===== src/rtl/spi_master_buffered.sv =====
// Buffered SPI master: DEPTH-byte full-duplex buffer overwritten in place, all four
// CPOL/CPHA modes, programmable sclk half-period and NCS active-low chip selects.
module spi_master_buffered #(
  parameter int unsigned N     = 32,
  parameter int unsigned DEPTH = 64,
  parameter int unsigned NCS   = 2
) (
  input  logic           clk,
  input  logic           rst,
  input  logic           wr,
  input  logic           reg_sel,
  input  logic [N-1:0]   addr_i,
  input  logic [N-1:0]   in_i,
  output logic [N-1:0]   out_o,
  input  logic           miso,
  output logic           mosi,
  output logic           sclk,
  output logic [NCS-1:0] cs_o,
  output logic           tx_done_o
);
  localparam int unsigned AW = $clog2(DEPTH);
  localparam int unsigned IW = AW + 1;

  typedef enum logic [2:0] {
    S_IDLE,
    S_SETUP,
    S_XFER,
    S_WRITEBACK,
    S_HOLD
  } state_e;

  state_e         state_q;
  logic           send_q, cpol_q, all1_q, all0_q, cpha_q;
  logic [8:0]     nte_q;
  logic [1:0]     cs_sel_q;
  logic [7:0]     div_q, cnt_q;
  logic [3:0]     hp_q;
  logic [AW:0]    idx_q, last_idx_d;
  logic [AW-1:0]  ld_idx_d;
  logic [7:0]     tx_q, rx_q, tx_byte_d;
  logic           sclk_q, mosi_q, done_q;
  logic [NCS-1:0] cs_q, cs_d;
  logic [7:0]     buf_q [DEPTH];

  logic           idle, busy, ctrl_we, buf_we_host, cnt_end;
  logic [24:0]    ctrl_rd;
  logic           unused_bits;

  assign idle        = (state_q == S_IDLE);
  assign busy        = !idle;
  assign ctrl_we     = wr && !reg_sel && idle;
  assign buf_we_host = wr && reg_sel && idle;
  assign cnt_end     = (cnt_q == div_q);
  assign unused_bits = ^{addr_i[N-1:AW], in_i[N-1:24]};

  assign ctrl_rd = {busy, div_q, cs_sel_q, cpha_q, nte_q, all0_q, all1_q, cpol_q, send_q};
  assign out_o   = reg_sel ? {{(N-8){1'b0}}, buf_q[addr_i[AW-1:0]]}
                           : {{(N-25){1'b0}}, ctrl_rd};

  assign sclk      = sclk_q;
  assign mosi      = mosi_q;
  assign cs_o      = cs_q;
  assign tx_done_o = done_q;

  // Next byte to load: index 0 when starting, index+1 at the end of each byte.
  always_comb begin
    ld_idx_d = '0;
    if (state_q == S_XFER) ld_idx_d = idx_q[AW-1:0] + AW'(1);
    if (all1_q)      tx_byte_d = 8'hFF;
    else if (all0_q) tx_byte_d = 8'h00;
    else             tx_byte_d = buf_q[ld_idx_d];
  end

  always_comb begin
    if (32'(nte_q) >= DEPTH - 1) last_idx_d = IW'(DEPTH - 1);
    else                         last_idx_d = IW'(nte_q);
  end

  always_comb begin
    cs_d = '1;
    for (int unsigned i = 0; i < NCS; i++) begin
      if (32'(cs_sel_q) == i) cs_d[i] = 1'b0;
    end
  end

  // Buffer deliberately has no reset so bytes already written back survive one.
  always_ff @(posedge clk) begin
    if (state_q == S_WRITEBACK) buf_q[idx_q[AW-1:0]] <= rx_q;
    else if (buf_we_host)       buf_q[addr_i[AW-1:0]] <= in_i[7:0];
  end

  always_ff @(posedge clk or posedge rst) begin
    if (rst) begin
      state_q  <= S_IDLE;
      send_q   <= 1'b0;
      cpol_q   <= 1'b0;
      all1_q   <= 1'b0;
      all0_q   <= 1'b0;
      cpha_q   <= 1'b0;
      nte_q    <= '0;
      cs_sel_q <= '0;
      div_q    <= '0;
      cnt_q    <= '0;
      hp_q     <= '0;
      idx_q    <= '0;
      tx_q     <= '0;
      rx_q     <= '0;
      sclk_q   <= 1'b0;
      mosi_q   <= 1'b0;
      cs_q     <= '1;
      done_q   <= 1'b0;
    end else begin
      done_q <= 1'b0;
      if (ctrl_we) begin
        send_q   <= in_i[0];
        cpol_q   <= in_i[1];
        all1_q   <= in_i[2];
        all0_q   <= in_i[3];
        nte_q    <= in_i[12:4];
        cpha_q   <= in_i[13];
        cs_sel_q <= in_i[15:14];
        div_q    <= in_i[23:16];
      end
      case (state_q)
        S_IDLE: begin
          sclk_q <= cpol_q;
          cnt_q  <= '0;
          if (send_q) begin
            state_q <= S_SETUP;
            cs_q    <= cs_d;
            idx_q   <= '0;
            mosi_q  <= tx_byte_d[7];
            tx_q    <= {tx_byte_d[6:0], 1'b0};
          end
        end
        S_SETUP: begin
          if (cnt_end) begin
            state_q <= S_XFER;
            cnt_q   <= '0;
            hp_q    <= '0;
            sclk_q  <= ~cpol_q;
            if (!cpha_q) rx_q <= {rx_q[6:0], miso};
          end else begin
            cnt_q <= cnt_q + 8'd1;
          end
        end
        // Half 15 sits at the idle level; mosi already holds bit 7 on XFER entry,
        // so each mode needs only 7 shifts per byte.
        S_XFER: begin
          if (cnt_end) begin
            cnt_q <= '0;
            if (hp_q == 4'd15) begin
              state_q <= S_WRITEBACK;
              sclk_q  <= cpol_q;
              done_q  <= 1'b1;
              mosi_q  <= tx_byte_d[7];
              tx_q    <= {tx_byte_d[6:0], 1'b0};
            end else begin
              hp_q   <= hp_q + 4'd1;
              sclk_q <= ~sclk_q;
              if (!hp_q[0]) begin
                if (cpha_q) begin
                  rx_q <= {rx_q[6:0], miso};
                end else if (hp_q != 4'd14) begin
                  mosi_q <= tx_q[7];
                  tx_q   <= {tx_q[6:0], 1'b0};
                end
              end else begin
                if (!cpha_q) begin
                  rx_q <= {rx_q[6:0], miso};
                end else begin
                  mosi_q <= tx_q[7];
                  tx_q   <= {tx_q[6:0], 1'b0};
                end
              end
            end
          end else begin
            cnt_q <= cnt_q + 8'd1;
          end
        end
        S_WRITEBACK: begin
          idx_q <= idx_q + IW'(1);
          cnt_q <= '0;
          if (idx_q == last_idx_d) begin
            state_q <= S_HOLD;
          end else begin
            state_q <= S_XFER;
            hp_q    <= '0;
            sclk_q  <= ~cpol_q;
            if (!cpha_q) rx_q <= {rx_q[6:0], miso};
          end
        end
        S_HOLD: begin
          if (cnt_end) begin
            state_q <= S_IDLE;
            cs_q    <= '1;
            send_q  <= 1'b0;
            cnt_q   <= '0;
          end else begin
            cnt_q <= cnt_q + 8'd1;
          end
        end
        default: state_q <= S_IDLE;
      endcase
    end
  end

endmodule


===== config.mk =====
export PLATFORM = sky130hd
export DESIGN_NAME = spi_master_buffered
export DESIGN_NICKNAME = d
export VERILOG_FILES = /design/src/rtl/spi_master_buffered.sv
export SDC_FILE = /design/constraint.sdc
export NUM_CORES = 1
export LEC_CHECK = 0
export ABC_CLOCK_PERIOD_IN_PS = 4000
export BUFFER_PORTS_ARGS = -buffer_cell sky130_fd_sc_hd__buf_4
export CAP_MARGIN = 10
export CORE_ASPECT_RATIO = 1.25
export CORE_MARGIN = 2
export CORE_UTILIZATION = 35
export DETAILED_ROUTE_END_ITERATION = 7
export GPL_TIMING_DRIVEN = 0
export PLACE_DENSITY = 0.54
export REMOVE_ABC_BUFFERS = 1
export SLEW_MARGIN = 10
export SYNTH_ARGS = -nofsm -noshare
export SYNTH_HDL_FRONTEND = slang
export SYNTH_SLANG_ARGS = --single-unit

===== constraint.sdc =====
create_clock -name clk -period 4 [get_ports clk]
set_input_delay 0.8 -clock clk [delete_from_list [all_inputs] [get_ports clk]]
set_output_delay 0.8 -clock clk [all_outputs]
set_load 0.03 [all_outputs]

==> impl_metrics.csv, run 1 <==
group,metric,value,unit
critical_path,crit_family,"multiplexers",
critical_path,crit_buf_inv,5,
global_route,antenna_found_initial,2,
sta,setup_ws,-0.2661,ns
sta,max_freq,234.4,MHz
synthesis,synth_warnings,0,
critical_path,worstSetupPathDepth,9,
routing,drtIter0Drc,2369,
worst_hold_path,min_path_type,"input pin to async pin",
sta,setup_viol,8,
die,initial_utilization,0.3537,
status,violations,"setup timing",
cts,clockBufferDepth,3,
cts,htree_levels,2,
sta,slew_headroom,0.3068,
die,die_h,322.1,microns
sta,fin_tns_setup,-1.767,ns
routing,routed_via_density,6.218,
sta,tightest_slew,1.037,ns
place,port_buffers,64,
sta,rsz0062_at_grt,"true",
global_route,grt.overflow.total,0,
cts,cts_tree,"built",
routing,ant_nets,0,
global_route,busiest_layer,"met2",
die,io_pins,106,
critical_path,crit_path_start_kind,"input pin",
place,routabilityCongestion,0.8701,
synthesis,async_flop_share,0.1142,
sta,slew_viol_final,0,
critical_path,cp.required,3.20,ns
synthesis,syn_avg_cell_area,14.52,sq um
sta,period_minus_slack,4.266,ns
critical_path,cp_max_fo,6,
routing,post_drt_wl_per_cell,31.54,microns
critical_path,worstRegToRegCells,5,
synthesis,synth_ff_type,"edfxtp_1",
die,dieArea,0.08326,sq mm
cts,worstSkewPairLatency,0.64,ns
global_route,grtUsageMet2,0.3899,
critical_path,r2r-end,"buf_q[55][7]",
pwr,p_per_area,611.9,mW/mm^2
critical_path,crit_slowest_cell,"mux4_2",
cts,hold_buffers,0,
synthesis,synth_seq_area_share,0.6010,
global_route,gr-usage-met1,0.3048,
sta,finClkSkew,0.01616,ns
cts,clk_pin_slew,0.06,ns
synthesis,synthCells,1952,
critical_path,crit_path_end,"out_o[3]",
critical_path,worstPathArrival,3.47,ns
global_route,gr-usage-met3,0.03470,
global_route,grt_pass1_vias,19260,
routing,dr.pass1.iters,7,
layout,fillers,7222,
critical_path,rrSetupSlack,0.03,ns
pwr,static-leakage-power,10.99,nW
routing,route.detailed.drc,0,
critical_path,cpPeakStageDelay,0.59,ns
layout,syn2layout_area_growth,18.81,%
critical_path,worstSetupPathType,"input pin to primary output",
global_route,grt_max_degree,65,
global_route,grtUsageTotal,0.2369,
cts,cts_made_buffers,61,
pwr,peakVddDrop,355.1,uV
routing,wl,99.02,mm
critical_path,reg2reg_from,"state_q[0]",
critical_path,crit_start,"addr_i[0]",
place,dpl.hpwl,63.39,mm
routing,vias,19530,
cts,numClockSinks,578,
die,core,0.08012,sq mm
synthesis,synth_edf_count,512,
layout,layout.nets,2098,
place,post-place-ws,-1.117,ns
sta,period_share,1.067,
sta,finalHoldViolations,0,
layout,drive_gt1_frac,0.2845,
global_route,grt_pass1_wl,142.0,mm
cts,cts-root-buf,"clkbuf_16",
job,drv_cap,0,
layout,mostFrequentLayoutCells,"edfxtp_1, nand2_1, mux4_2, mux2i_1, buf_4",
critical_path,worstPathCellList,"buf_16 -> buf_16 -> buf_12 -> buf_16 -> mux4_2 -> mux4_2 -> mux4_2 -> mux2_4 -> buf_6",
synthesis,ys_seq_elements,578,
die,rows,116,
layout,layout_commonest_cell,"edfxtp_1",
synthesis,synth_area,0.02833,sq mm
die,fp.dieW,258.5,microns
synthesis,synth.distinct_cells,76,
status,status,"finished, violations left",
critical_path,setup.worst_path.end_class,"primary output",
==> cell usage after synthesis (4+ instances only) <==
| library cell | n | area share |
|---|---|---|
| o21ai_1 | 12 | 0.0021 |
| inv_1 | 11 | 0.0015 |
| o22ai_1 | 18 | 0.0040 |
| a221o_1 | 14 | 0.0049 |
| or3_1 | 14 | 0.0031 |
| clkbuf_1 | 103 | 0.014 |
| o21ai_0 | 49 | 0.0087 |
| nand4_1 | 10 | 0.0022 |
| a22o_1 | 8 | 0.0025 |
| nand3b_1 | 4 | 0.0011 |
| mux2_1 | 8 | 0.0032 |
| o211ai_1 | 10 | 0.0026 |
| a311oi_1 | 5 | 0.0015 |
| edfxtp_1 | 512 | 0.54 |
| nor3_1 | 14 | 0.0025 |
| nand3_1 | 63 | 0.011 |
| a31oi_1 | 24 | 0.0053 |
| buf_4 | 19 | 0.0050 |
| o31ai_1 | 15 | 0.0040 |
| a22oi_1 | 7 | 0.0019 |
| a221oi_1 | 52 | 0.016 |
| nand2_1 | 228 | 0.030 |
| a2bb2oi_1 | 8 | 0.0025 |
| and2_1 | 4 | 0.00088 |
| a32oi_1 | 4 | 0.0012 |
| mux4_2 | 188 | 0.15 |
| a211o_1 | 4 | 0.0012 |
| mux2_2 | 34 | 0.014 |
| a21oi_1 | 55 | 0.0097 |
| o2111ai_1 | 5 | 0.0015 |
| buf_1 | 16 | 0.0021 |
| nor2b_1 | 26 | 0.0057 |
| and3_1 | 8 | 0.0018 |
| nand2b_1 | 14 | 0.0031 |
| xnor2_1 | 15 | 0.0046 |
| a211oi_1 | 22 | 0.0058 |
| ha_1 | 4 | 0.0018 |
| mux2i_1 | 93 | 0.033 |
| dfrtp_1 | 64 | 0.057 |
| buf_2 | 19 | 0.0034 |
| nor2_1 | 114 | 0.015 |
==> logic make-up (layout without fill, tap and decap cells) <==
family / count (synthesis) / in the layout / share of synthesized area
flops: 578 / 578 / 0.6010
simple gates: 519 / 519 / 0.08236
compound gates: 340 / 340 / 0.08443
mux: 323 / 323 / 0.1990
buf+inv: 169 / 288 / 0.02575
xor+xnor: 18 / 18 / 0.005564
fa+ha+maj: 4 / 4 / 0.001766
other cells: 1 / 8 / 0.0001324
==> power by group <==
part / switching, mW / total [mW] / leakage, nW / internal (mW)
Combinational: 4.41 / 6.78 / 4.57 / 2.36
Sequential: 0.386 / 8.15 / 5.45 / 7.76
Clock: 2.49 / 5.67 / 0.965 / 3.18
==> repair_timing <==
item	4_1_cts	5_1_grt
gates cloned	13	0
pin swaps	5	1
setup buffers	20	5
endpoints found under the setup margin	528	441
gates resized for setup	106	32
==> how the worst min path moves through the flow <==
stage	from	end	slack (ns)	cells past startpoint
after detailed placement	rx_q[7]	rx_q[7]	0.48	1
after CTS	rst	cpha_q	0.08	2
after floorplan	idx_q[6]	idx_q[6]	0.46	1
after global routing	rst	cpol_q	0.11	2
final	rst	hp_q[0]	0.1	2
after global placement	rx_q[7]	rx_q[7]	0.48	1
==> final cells by class <==
| cell class | count | area, sq um | area share |
|---|---|---|---|
| Inverter | 12 | 50.05 | 0.001487 |
| Clock buffer | 71 | 1564 | 0.04646 |
| Antenna cell | 1 | 2.502 | 0.00007434 |
| Timing Repair Buffer | 161 | 2123 | 0.06308 |
| Clock inverter | 44 | 392.9 | 0.01167 |
| Tap cell | 1062 | 1329 | 0.03947 |
| Sequential cell | 578 | 17030 | 0.5060 |
| Multi-Input combinational cell | 1211 | 11170 | 0.3317 |
==> sequential cells by signal (all words and copies together), names as in the netlist, 2 cells and up <==
name	count
buf_q	512
cnt_q	8
cs_o	2
cs_sel_q	2
div_q	8
hp_q	4
idx_q	7
nte_q	9
rx_q	8
state_q	3
tx_q	7
==> through the flow <==
stage	instances	total power, mW	area (sq um)	util	hold slack (ns)
2_1_floorplan	1801	11.78	27670	-	0.4577
3_3_place_gp	2927	14.31	29480	0.3680	0.4791
3_5_place_dp	2986	14.66	30590	0.3818	0.4844
4_1_cts	3134	20.57	33490	0.4180	0.07603
5_1_grt	3139	21.24	33660	0.4201	0.1128
6_report	3140	20.60	33660	0.4202	0.09781
==> layer usage <==
metal,vias to the layer above,wire (microns)
met5,-,13
li1,7984,-
met1,10190,37250
met4,2,5865
met3,268,8075
met2,1079,47810
==> worst register-to-register path, stage by stage (launching register included) <==
cell      delay [ns]
dfrtp_1         0.90
nand2b_1        0.30
or2_1           0.46
o21ai_0         0.53
nand2_1         0.60
nor2_2          0.80
(Power assumes the default switching activity.)
==> inputs of run 2 (changes only) <==
- CORE_ASPECT_RATIO: 1.25 -> 1.4
- PLACE_DENSITY: 0.54 -> unset
- PLACE_DENSITY_LB_ADDON: unset -> 0.05
==> impl_metrics.csv, run 2 (synthesized netlist as in run 1, its figures left out) <==
group,metric,value,unit
routing,vias,18830,
place,dpl.hpwl,69.52,mm
sta,finClkSkew,0.02077,ns
critical_path,worstPathArrival,3.49,ns
pwr,pwr-share-comb,0.335,
routing,drtIter0Drc,1705,
global_route,antenna_found_initial,1,
status,status,"finished, violations left",
job,drv_cap,0,
layout,mostFrequentLayoutCells,"edfxtp_1, nand2_1, mux4_2, mux2i_1, buf_4",
layout,fin_util,0.4183,
place,port_buffers,64,
pwr,peakVddDrop,667.1,uV
cts,worstSkewPairLatency,0.65,ns
pwr,p_per_area,618.0,mW/mm^2
critical_path,worstSetupPathType,"input pin to primary output",
pwr,power_frac_seq,0.393,
routing,ant_nets,0,
critical_path,worstRegToRegCells,7,
status,violations,"setup timing",
die,fp.dieW,244.5,microns
pwr,p_switching,7.441,mW
cts,numClockSinks,578,
sta,period_share,1.073,
routing,dr.pass1.iters,5,
cts,cts-root-buf,"clkbuf_16",
sta,tightest_slew,1.018,ns
cts,clk_pin_slew,0.07,ns
die,rows,123,
critical_path,worstPathCellList,"buf_16 -> buf_16 -> buf_4 -> buf_16 -> mux4_2 -> mux4_2 -> mux4_2 -> mux2_4 -> buf_6",
global_route,grt_max_degree,65,
pwr,static-leakage-power,10.92,nW
cts,clockBufferDepth,3,
pwr,pwr-share-clk,0.272,
sta,max_freq,232.9,MHz
routing,post_drt_wl_per_cell,34.27,microns
pwr,p_int,13.33,mW
sta,period_minus_slack,4.293,ns
layout,syn2layout_area_growth,18.60,%
routing,routed_via_density,6.010,
layout,layout.nets,2093,
layout,layout_commonest_cell,"edfxtp_1",
cts,cts_made_buffers,59,
global_route,grt_pass1_vias,19110,
cts,cts_tree,"built",
routing,route.detailed.drc,0,
die,dieArea,0.08328,sq mm
sta,rsz0062_at_grt,"true",
critical_path,crit_slowest_cell,"mux4_2",
critical_path,cpPeakStageDelay,0.61,ns
critical_path,cp.required,3.20,ns
routing,wl,107.4,mm
pwr,switching_share,0.3583,
place,routabilityCongestion,0.8546,
critical_path,cp_max_fo,7,
worst_hold_path,min_path_type,"input pin to async pin",
sta,slew_viol_final,0,
sta,slew_headroom,0.3192,
cts,htree_levels,2,
global_route,grt_pass1_wl,149.4,mm
global_route,grt.overflow.total,0,
die,core,0.08033,sq mm
sta,setup_viol,8,
sta,setup_ws,-0.2929,ns
die,io_pins,106,
critical_path,crit_path_start_kind,"input pin",
die,initial_utilization,0.3527,
sta,finalHoldViolations,0,
critical_path,setup.worst_path.end_class,"primary output",
die,die_h,340.7,microns
pwr,finalPower,20.77,mW
global_route,grtUsageTotal,0.2554,
layout,largest_register_ffs,512,
layout,drive_gt1_frac,0.2826,
==> run 2: final timing paths <==
kind,startpoint,end,slack (ns)
max in group asynchronous,rst,cs_o[0],3.35
hold reg to reg,idx_q[6],idx_q[6],0.50
hold / removal,rst,cpol_q,0.07
setup / recovery,addr_i[0],out_o[5],-0.29
setup reg to reg,state_q[2],tx_q[2],0.06
min in group clk,miso,rx_q[0],0.38
==> run 2: cell type report <==
type | count | area [sq um]
multi-input combinational | 1211 | 11230
inverter | 12 | 50.05
timing repair buffer | 158 | 2031
sequential | 578 | 17030
clock inverter | 37 | 325.3
antenna | 1 | 2.502
tap | 1062 | 1329
clock buffer | 74 | 1605
fill | 7356 | 46730
==> run 2: critical path: cells and delay by family <==
family	cells	cell delay [ns]
buf+inv	5	0.68
mux	4	1.98
==> run 2: power by group through the flow <==
stage	Combinational [mW]	Clock, mW	Sequential [mW]
after floorplan	3.50	0	8.29
after global placement	6.03	0	8.62
after detailed placement	6.59	0	8.33
after CTS	6.87	5.76	8.19
after global routing	7.31	5.97	8.20
final	6.96	5.66	8.16
==> run 2: through the flow <==
stage          setup slack (ns)  instances  instance area [sq um]  hold slack, ns  setup TNS [ns]
5_1_grt                 -0.3006       3132                  33600         0.05862          -2.104
6_report                -0.2929       3133                  33600         0.06845          -2.071
3_3_place_gp             -26.12       2927                  29480          0.4767        -3105.17
2_1_floorplan            -10.46       1801                  27670          0.4577         -433.76
3_5_place_dp             -1.234       2989                  30630          0.4748         -235.34
4_1_cts                 -0.3144       3122                  33380         0.03967          -2.127
==> run 2: per-layer routing <==
layer	global-route usage	vias up	routed length [microns]
met5	0	-	0
met4	0.1052	0	4767
met3	0.02721	157	4978
met2	0.4538	664	55570
met1	0.3167	10050	42040
li1	-	7961	-
==> run 2: what timing repair did <==
item	CTS	global route
gates resized for setup	116	28
endpoints found under the setup margin	528	336
buffers inserted	14	7
hold buffers	0	0
pin swaps	2	0
gates cloned	9	3
==> inputs of run 3 (changes only) <==
- CORE_UTILIZATION: 35 -> 52
==> impl_metrics.csv, run 3 (synthesized netlist as in run 1, its figures left out) <==
group,metric,value,unit
cts,cts_tree,"built",
cts,numClockSinks,578,
routing,routed_via_density,7.041,
global_route,grtUsageTotal,0.3447,
routing,ant_nets,0,
routing,vias,19600,
routing,dr.pass1.iters,8,
global_route,grt_pass1_wl,136.9,mm
die,die_h,280.2,microns
pwr,pwr-share-clk,0.266,
routing,route.detailed.drc,0,
sta,finalHoldViolations,0,
sta,slew_headroom,0.2919,
sta,setup_viol,8,
die,fp.dieW,201.3,microns
cts,htree_levels,2,
status,violations,"setup timing",
pwr,static-leakage-power,10.85,nW
critical_path,crit_path_start_kind,"input pin",
sta,tightest_slew,1.062,ns
place,post-place-ws,-0.6841,ns
sta,setup_ws,-0.1373,ns
global_route,grt_max_degree,65,
sta,period_share,1.034,
sta,rsz0062_at_grt,"true",
place,dpl.hpwl,60.88,mm
die,dieArea,0.05640,sq mm
sta,finClkSkew,0.02267,ns
cts,clockBufferDepth,3,
global_route,grt_pass1_vias,19060,
die,initial_utilization,0.5239,
routing,wl,97.87,mm
pwr,p_int,13.16,mW
critical_path,worstPathArrival,3.34,ns
critical_path,setup.worst_path.end_class,"primary output",
pwr,switching_share,0.3528,
layout,num_antenna_cells,0,
pwr,p_switching,7.174,mW
layout,fillers,4107,
routing,drtIter0Drc,2362,
layout,layout.nets,2088,
layout,syn2layout_area_growth,16.44,%
job,drv_cap,0,
sta,slew_viol_final,0,
pwr,peakVddDrop,361.0,uV
sta,period_minus_slack,4.137,ns
global_route,antenna_found_initial,2,
pwr,pwr-share-comb,0.331,
routing,post_drt_wl_per_cell,35.17,microns
sta,max_freq,241.7,MHz
pwr,p_per_area,616.4,mW/mm^2
critical_path,cp.required,3.20,ns
layout,fin_util,0.6100,
die,rows,101,
place,port_buffers,64,
layout,mostFrequentLayoutCells,"edfxtp_1, nand2_1, mux4_2, mux2i_1, buf_4",
cts,cts-root-buf,"clkbuf_16",
critical_path,worstRegToRegCells,11,
pwr,power_frac_seq,0.402,
cts,clk_pin_slew,0.07,ns
layout,layout_commonest_cell,"edfxtp_1",
layout,largest_register_ffs,512,
cts,worstSkewPairLatency,0.64,ns
die,core,0.05409,sq mm
cts,cts_made_buffers,56,
die,io_pins,106,
place,routabilityCongestion,0.9211,
worst_hold_path,min_path_type,"input pin to async pin",
critical_path,worstSetupPathType,"input pin to primary output",
status,status,"finished, violations left",
layout,drive_gt1_frac,0.2730,
critical_path,cp_max_fo,8,
global_route,grt.overflow.total,0,
[run 3: power by group through the flow]
stage | Sequential, mW | Clock, mW | Combinational, mW
after floorplan | 8.29 | 0 | 3.50
after global placement | 8.55 | 0 | 5.67
after detailed placement | 8.30 | 0 | 6.23
after CTS | 8.18 | 5.42 | 6.44
after global routing | 8.23 | 5.65 | 7.00
final | 8.19 | 5.42 | 6.73
[run 3: stage by stage]
stage               instances  power, mW  area (sq um)  setup TNS, ns  hold slack, ns
floorplan                1801      11.78         27670        -433.76          0.4577
global placement         2586      14.22         29050       -2473.61          0.4762
detailed placement       2641      14.53         30110         -97.97          0.4793
CTS                      2771      20.05         32810         -9.717          0.1378
global route             2783      20.88         32990        -0.8339          0.1678
finish                   2783      20.34         32990        -0.8147          0.1403
[run 3: layer usage]
layer,up-vias,part of all wire,wire [microns],track usage
met5,-,0.00013,13,0
met4,2,0.087,8498,0.2457
met3,353,0.091,8926,0.05935
met2,1268,0.48,47430,0.5710
met1,10020,0.34,33010,0.4113
li1,7952,-,-,-
[run 3: area by class of cell]
cell class | instances | area, sq um | area share
multi-input combinational | 1213 | 11110 | 0.3367
tap | 721 | 902.1 | 0.02734
timing repair buffer | 154 | 2073 | 0.06284
clock inverter | 36 | 352.8 | 0.01069
clock buffer | 69 | 1471 | 0.04460
sequential | 578 | 17030 | 0.5163
inverter | 12 | 50.05 | 0.001517
[run 3: critical path, cell delays in order]
cell and delay, ns:
buf_16 0.15, buf_12 0.14, buf_16 0.14, mux4_2 0.56, mux4_2 0.52, mux4_2 0.56, mux2_4 0.29, buf_6 0.14
[run 3: timing repair]
action                                  CTS  global route
gates resized for setup                  94            21
cloned                                   17             1
hold buffers                              0             0
buffers inserted                          8            13
pin swaps                                 0             4
endpoints found under the setup margin  504           528
[run 3: final timing paths]
path                                start        to  slack (ns)
worst max-delay path            addr_i[0]  out_o[4]       -0.14
worst max register to register   idx_q[0]      mosi        0.03
worst min-delay path                  rst   hp_q[0]        0.14
worst min register to register    rx_q[7]   rx_q[7]        0.49
max in group asynchronous             rst  idx_q[0]        3.31
min in group clk                     miso   rx_q[0]        0.40
